**src/rtl/regfile_param.sv**
```systemverilog
// Parameterised register file with two combinational read ports and two write
// ports. It also holds a per-register busy scoreboard and a sequencer that
// zeroes the whole file one register per cycle on request.
module regfile_param #(
    parameter int DATA_W      = 32,
    parameter int ADDR_W      = 5,
    parameter int ZERO_REG_EN = 1,
    parameter int BYPASS_EN   = 1
) (
    input  logic              clk_i,
    input  logic              rst_i,
    input  logic [ADDR_W-1:0] rd_addr1_i,
    input  logic [ADDR_W-1:0] rd_addr2_i,
    output logic [DATA_W-1:0] rd_data1_o,
    output logic [DATA_W-1:0] rd_data2_o,
    input  logic              wr0_en_i,
    input  logic [ADDR_W-1:0] wr0_addr_i,
    input  logic [DATA_W-1:0] wr0_data_i,
    input  logic              wr1_en_i,
    input  logic [ADDR_W-1:0] wr1_addr_i,
    input  logic [DATA_W-1:0] wr1_data_i,
    input  logic              rsv_en_i,
    input  logic [ADDR_W-1:0] rsv_addr_i,
    output logic              busy1_o,
    output logic              busy2_o,
    input  logic              clr_req_i,
    output logic              ready_o
);

    localparam int DEPTH = 1 << ADDR_W;
    localparam logic [ADDR_W-1:0] LAST_IDX = {ADDR_W{1'b1}};

    typedef enum logic {
        ST_IDLE  = 1'b0,
        ST_CLEAR = 1'b1
    } state_t;

    logic [DATA_W-1:0] regs_q [DEPTH];
    logic [DATA_W-1:0] regs_d [DEPTH];
    logic [DEPTH-1:0]  busy_q;
    logic [DEPTH-1:0]  busy_d;
    state_t            state_q;
    logic [ADDR_W-1:0] cnt_q;
    logic              ready_q;

    logic              wr0_act_s;
    logic              wr1_act_s;
    logic              rsv_act_s;
    logic [DATA_W-1:0] rd1_s;
    logic [DATA_W-1:0] rd2_s;

    // True when the address is the hardwired-zero register.
    function automatic logic is_zero_addr(input logic [ADDR_W-1:0] addr);
        return (ZERO_REG_EN != 0) && (addr == {ADDR_W{1'b0}});
    endfunction

    // Write/reserve requests only take effect while idle and never target the zero register.
    assign wr0_act_s = (state_q == ST_IDLE) && wr0_en_i && !is_zero_addr(wr0_addr_i);
    assign wr1_act_s = (state_q == ST_IDLE) && wr1_en_i && !is_zero_addr(wr1_addr_i);
    assign rsv_act_s = (state_q == ST_IDLE) && rsv_en_i && !is_zero_addr(rsv_addr_i);

    // Next contents of the array and scoreboard: clear walk, else writes then reserve.
    always_comb begin
        for (int i = 0; i < DEPTH; i++) begin
            regs_d[i] = regs_q[i];
        end
        busy_d = busy_q;
        if (state_q == ST_CLEAR) begin
            regs_d[cnt_q] = {DATA_W{1'b0}};
            busy_d[cnt_q] = 1'b0;
        end else begin
            if (wr0_act_s) begin
                regs_d[wr0_addr_i] = wr0_data_i;
                busy_d[wr0_addr_i] = 1'b0;
            end else begin
                busy_d = busy_d;
            end
            // Port 1 is applied last so it wins an address collision.
            if (wr1_act_s) begin
                regs_d[wr1_addr_i] = wr1_data_i;
                busy_d[wr1_addr_i] = 1'b0;
            end else begin
                busy_d = busy_d;
            end
            // A reserve marks a newer producer, so it overrides a same-cycle write clear.
            if (rsv_act_s) begin
                busy_d[rsv_addr_i] = 1'b1;
            end else begin
                busy_d = busy_d;
            end
        end
    end

    // Array and scoreboard storage, cleared asynchronously by reset.
    always_ff @(posedge clk_i or posedge rst_i) begin
        if (rst_i) begin
            for (int i = 0; i < DEPTH; i++) begin
                regs_q[i] <= {DATA_W{1'b0}};
            end
            busy_q <= {DEPTH{1'b0}};
        end else begin
            for (int i = 0; i < DEPTH; i++) begin
                regs_q[i] <= regs_d[i];
            end
            busy_q <= busy_d;
        end
    end

    // Clear sequencer: visits every register once, holding ready low meanwhile.
    always_ff @(posedge clk_i or posedge rst_i) begin
        if (rst_i) begin
            state_q <= ST_IDLE;
            cnt_q   <= {ADDR_W{1'b0}};
            ready_q <= 1'b1;
        end else begin
            case (state_q)
                ST_IDLE: begin
                    if (clr_req_i) begin
                        state_q <= ST_CLEAR;
                        cnt_q   <= {ADDR_W{1'b0}};
                        ready_q <= 1'b0;
                    end
                end
                ST_CLEAR: begin
                    if (cnt_q == LAST_IDX) begin
                        state_q <= ST_IDLE;
                        cnt_q   <= {ADDR_W{1'b0}};
                        ready_q <= 1'b1;
                    end else begin
                        cnt_q <= cnt_q + {{(ADDR_W-1){1'b0}}, 1'b1};
                    end
                end
                default: begin
                    state_q <= ST_IDLE;
                    cnt_q   <= {ADDR_W{1'b0}};
                    ready_q <= 1'b1;
                end
            endcase
        end
    end

    // Read port 1: zero register, then same-cycle forwarding (port 1 first), then storage.
    always_comb begin
        rd1_s = regs_q[rd_addr1_i];
        if (is_zero_addr(rd_addr1_i)) begin
            rd1_s = {DATA_W{1'b0}};
        end else if ((BYPASS_EN != 0) && wr1_act_s && (wr1_addr_i == rd_addr1_i)) begin
            rd1_s = wr1_data_i;
        end else if ((BYPASS_EN != 0) && wr0_act_s && (wr0_addr_i == rd_addr1_i)) begin
            rd1_s = wr0_data_i;
        end else begin
            rd1_s = regs_q[rd_addr1_i];
        end
    end

    // Read port 2: same selection as port 1.
    always_comb begin
        rd2_s = regs_q[rd_addr2_i];
        if (is_zero_addr(rd_addr2_i)) begin
            rd2_s = {DATA_W{1'b0}};
        end else if ((BYPASS_EN != 0) && wr1_act_s && (wr1_addr_i == rd_addr2_i)) begin
            rd2_s = wr1_data_i;
        end else if ((BYPASS_EN != 0) && wr0_act_s && (wr0_addr_i == rd_addr2_i)) begin
            rd2_s = wr0_data_i;
        end else begin
            rd2_s = regs_q[rd_addr2_i];
        end
    end

    assign rd_data1_o = rd1_s;
    assign rd_data2_o = rd2_s;
    assign busy1_o    = busy_q[rd_addr1_i] && !is_zero_addr(rd_addr1_i);
    assign busy2_o    = busy_q[rd_addr2_i] && !is_zero_addr(rd_addr2_i);
    assign ready_o    = ready_q;

endmodule

```
**config.mk**
```make
export PLATFORM = sky130hd
export DESIGN_NAME = regfile_param
export DESIGN_NICKNAME = d
export VERILOG_FILES = /design/src/rtl/regfile_param.sv
export SDC_FILE = /design/constraint.sdc
export NUM_CORES = 2
export LEC_CHECK = 0
export BUFFER_PORTS_ARGS = -buffer_cell sky130_fd_sc_hd__buf_4
export CORE_ASPECT_RATIO = 1.5
export CORE_MARGIN = 3
export CORE_UTILIZATION = 50
export CTS_CLUSTER_SIZE = 20
export DETAILED_ROUTE_END_ITERATION = 10
export PLACE_DENSITY = 0.66
export SYNTH_ARGS = -nofsm -noshare
export SYNTH_HDL_FRONTEND = slang
export SYNTH_SLANG_ARGS = --single-unit
```
**constraint.sdc**
```tcl
create_clock -name clk_i -period 36.8 [get_ports clk_i]
set_input_delay 3.68 -clock clk_i [delete_from_list [all_inputs] [get_ports clk_i]]
set_output_delay 3.68 -clock clk_i [all_outputs]
set_load 0.02 [all_outputs]
```
==> results summary <==
The run finished with clean final reports. For the worst flop-to-flop path, the logic depth is 8. The type of the worst setup path is input port to output port. The number of clock sinks seen by CTS is 1063.

Dividing the final minimum period by the clock period gives 0.319. On the critical path, the stage with the largest delay is an instance of o31ai_1. The Yosys step of the flow raised 0 warnings. The share of the synthesized area in the top cell type came out at 0.348. The chip height is 485 um. The critical path goes through buf_8, buf_4, or2_2, or3_1, nand2_1, o31ai_1, buf_4. Adding up every negative setup slack in the final design gives 0 ps. In the synthesized netlist the dominant register cell turns out to be dfrtp_1. The origin of the worst min-delay path is regs_q[1000]$_DFF_PP0_. The routed wire length per instance is 37.0 um. The buffer type at the clock tree root is clkbuf_16. The routed via count came out at 72.5k.

The utilization after layout is 0.538. The shortest period the worst path allows is 11750 ps. Among all cell types in the netlist, the one instantiated most often is dfrtp_1.

The floorplan step defined a die boundary enclosing 158000 um^2. After clock tree synthesis, the clock-pin slew on the worst setup and hold paths is 60 ps. The wire length of the first global-routing pass came out at 493000 um. The internal power of the cells is 2850 uW. In this run the tightest slew margin relative to its limit is 0.105. The static leakage power came out at 0.0364 uW. The area of the mapped netlist came out at 76400 um^2. Counting instances, the worst hold path has a depth of 1.

The share of the Yosys chip area taken by registers is 0.348. The final weighted congestion of routability-driven global placement is 0.964. The final wirelength is 346000 um. The effective utilization at floorplan is 0.504.

The signed area change from the synthesized netlist to the final layout came out at 6.71%. The number of distinct library cells after synthesis came out at 63. Post-CTS timing repair inserted 0 buffers for setup. The beginning of the worst register-to-register path is state_q$_DFF_PP0_.

The estimated wirelength of the detail-placed design is 192000 um. The number of antenna violations at the first check in global routing is 27. After clock tree synthesis, the repair step resized 0 gates.

The highest attainable clock frequency is 85.1 MHz. The total global routing overflow came out at 0. The number of global-route vias before repair is 68.8k.

The cell type with the highest occurrence count on the critical path is buf_4. The total number of H-tree levels is 3. A synthesized cell averages 9.78 um^2. The number of flops mapped to enable cells by yosys came out at 0. The number of nets with antenna violations after routing is 0. In this run the power density over the cells is 61.3 nW/um^2. Entering global routing, the biggest net connects 160 pins. The number of storage elements in the synthesis netlist is 1063.

The total count of hold-check failures in the final report was 0. The I/O pin total came out at 162. The largest total area in the synthesized netlist belongs to dfrtp_1. TritonCTS built the clock tree. The final net count came out at 7312. By area the synthesized netlist is led by dfrtp_1 (35%), mux4_2 (15%), mux2i_1 (12%). The number of I/O port buffers came out at 161. The fraction of layout cells with a size suffix above 1 is 0.158.

Synthesis handed over a netlist of 7814 instances. The total of hold buffers inserted after clock tree synthesis came out at 0. The die extent in x came out at 325 um. The post-place setup slack came out at 25640 ps. The share of total power dissipated in sequential elements is 0.353.

The net count after synthesis came out at 7914. In the routed design, unresolved DRC markers number 0. The endpoint identified for the worst register-to-register timing path is regs_q[278]$_DFF_PP0_. The portion of total power attributed to the clock network is 0.240. The delay contributed by the slowest stage of the critical path is 1350 ps. For the pin with the worst max-slew slack, the measured transition is 1340 ps. The maximum number of buffers from clock root to sink is 3. The number of clock buffers inserted by TritonCTS is 108. The initial detailed-routing violation count came out at 12.6k. The worst-case IR drop observed on VDD is 0.0989 mV. The endpoint of the worst hold path is regs_q[1000]$_DFF_PP0_. The count of maximum capacitance violations is 0.

The total global routing track utilization is 0.425. In this run the worst path has a maximum fanout of 41. The worst reg-to-reg setup slack came out at 31140 ps. Setup repair after global routing left no endpoint under its margin. The number of slew-limit violations in the final report is 0. The combinational share of power is 0.407. By count the netlist is led by dfrtp_1 (1062), mux2i_1 (887), clkbuf_1 (770).

The maximum clock skew at final layout is 33.0 ps. At the worst endpoint, the arrival time is 8070 ps. The worst path required time is 33120 ps.

The net switching fraction of the power is 0.430. The clock latency on the worst-skew pair is 810 ps. Setup violations remaining at the end of the flow were counted as 0.

The placement row count came out at 175. The first-pass iteration count of the detailed router came out at 10. The worst hold path belongs to the class flip-flop to flip-flop. The net load switching power is 2150 uW. The capturing element type of the critical path is an output port. The post-synthesis async set-or-reset flop share is 1.00. The ratio of routed vias to standard cells came out at 7.75.

The minimum setup slack in the final design came out at 25050 ps. The floorplan core area came out at 152000 um^2. The worst setup path is launched from an input port.
registers in the layout, indices dropped and copies added, names as in the netlist:
| register | count |
|---|---|
| ready_o | 1 |
| regs_q | 1024 |
| state_q | 1 |
| cnt_q | 5 |
| busy_q | 32 |
metrics by stage:
step	power (uW)	hold WS [ps]	instances	cell area (um^2)
4_1_cts	4880	503	9335	81500
6_report	5000	509	9355	81600
5_1_grt	5140	519	9336	81500
3_5_place_dp	3700	484	9137	77900
3_3_place_gp	3630	480	9137	77900
2_1_floorplan	2950	449	7814	76400
power groups by stage:
stage	clock network, uW	logic, uW	registers [uW]
2_1_floorplan	0	1300	1650
3_3_place_gp	0	1890	1740
3_5_place_dp	0	1940	1760
4_1_cts	1190	1940	1750
5_1_grt	1240	2110	1790
6_report	1200	2040	1770
kinds of logic after synthesis:
| family | share of synthesized area |
|---|---|
| AO/OA/AOI/OAI | 0.234 |
| XOR/XNOR | 0.00252 |
| adder cells (fa/ha/maj) | 0.000818 |
| buffers and inverters | 0.0585 |
| flip-flops | 0.348 |
| multiplexers | 0.272 |
| AND/OR/NAND/NOR | 0.0838 |
worst max path at each step:
stage	startpoint	endpoint	slack, ps
final	rd_addr1_i[2]	rd_data1_o[31]	25050
after global routing	rd_addr1_i[0]	rd_data1_o[22]	25240
after CTS	rd_addr1_i[0]	rd_data1_o[22]	25620
after detailed placement	rd_addr1_i[0]	rd_data1_o[22]	25640
after global placement	rd_addr2_i[0]	rd_data2_o[27]	25630
after floorplan	rst_i	busy_q[0]$_DFF_PP0_	3200
cells in the final DEF, fill, tap and decap left out, types with 31 or more instances in the layout:
| cell type | count |
|---|---|
| o2bb2ai_1 | 178 |
| o21ai_1 | 38 |
| dfrtp_1 | 1061 |
| clkbuf_16 | 111 |
| a21oi_1 | 745 |
| mux4_2 | 515 |
| a211oi_1 | 43 |
| mux2i_1 | 887 |
| nor2_1 | 759 |
| a22oi_1 | 51 |
| o21ai_0 | 561 |
| a311oi_1 | 129 |
| and2_1 | 42 |
| a21o_1 | 160 |
| inv_1 | 31 |
| nand3_1 | 137 |
| o22ai_1 | 86 |
| a22o_1 | 553 |
| nand2_1 | 434 |
| buf_4 | 298 |
layout make-up:
type | count | area (um^2)
Multi-Input combinational cell | 5686 | 46100
Antenna cell | 20 | 50.0
Clock buffer | 163 | 3260
Tap cell | 2035 | 2550
Sequential cell | 1063 | 26600
Fill cell | 13100 | 70200
Clock inverter | 35 | 413
Timing Repair Buffer | 310 | 2430
Inverter | 43 | 176
critical path, delay by kind of cell:
kind,cells,cell delay [ps]
compound gates,1,1350
simple gates,3,1710
buf+inv,3,1220
metal layers:
metal  share of wire  global-route usage  up-vias
li1                -                   -    28300
met1            0.34               0.526    35600
met2            0.41               0.586     6682
met3            0.16               0.177     1840
met4           0.095               0.329       16
met5         0.00035                   0        -
Power figures use the tool's default switching activity.
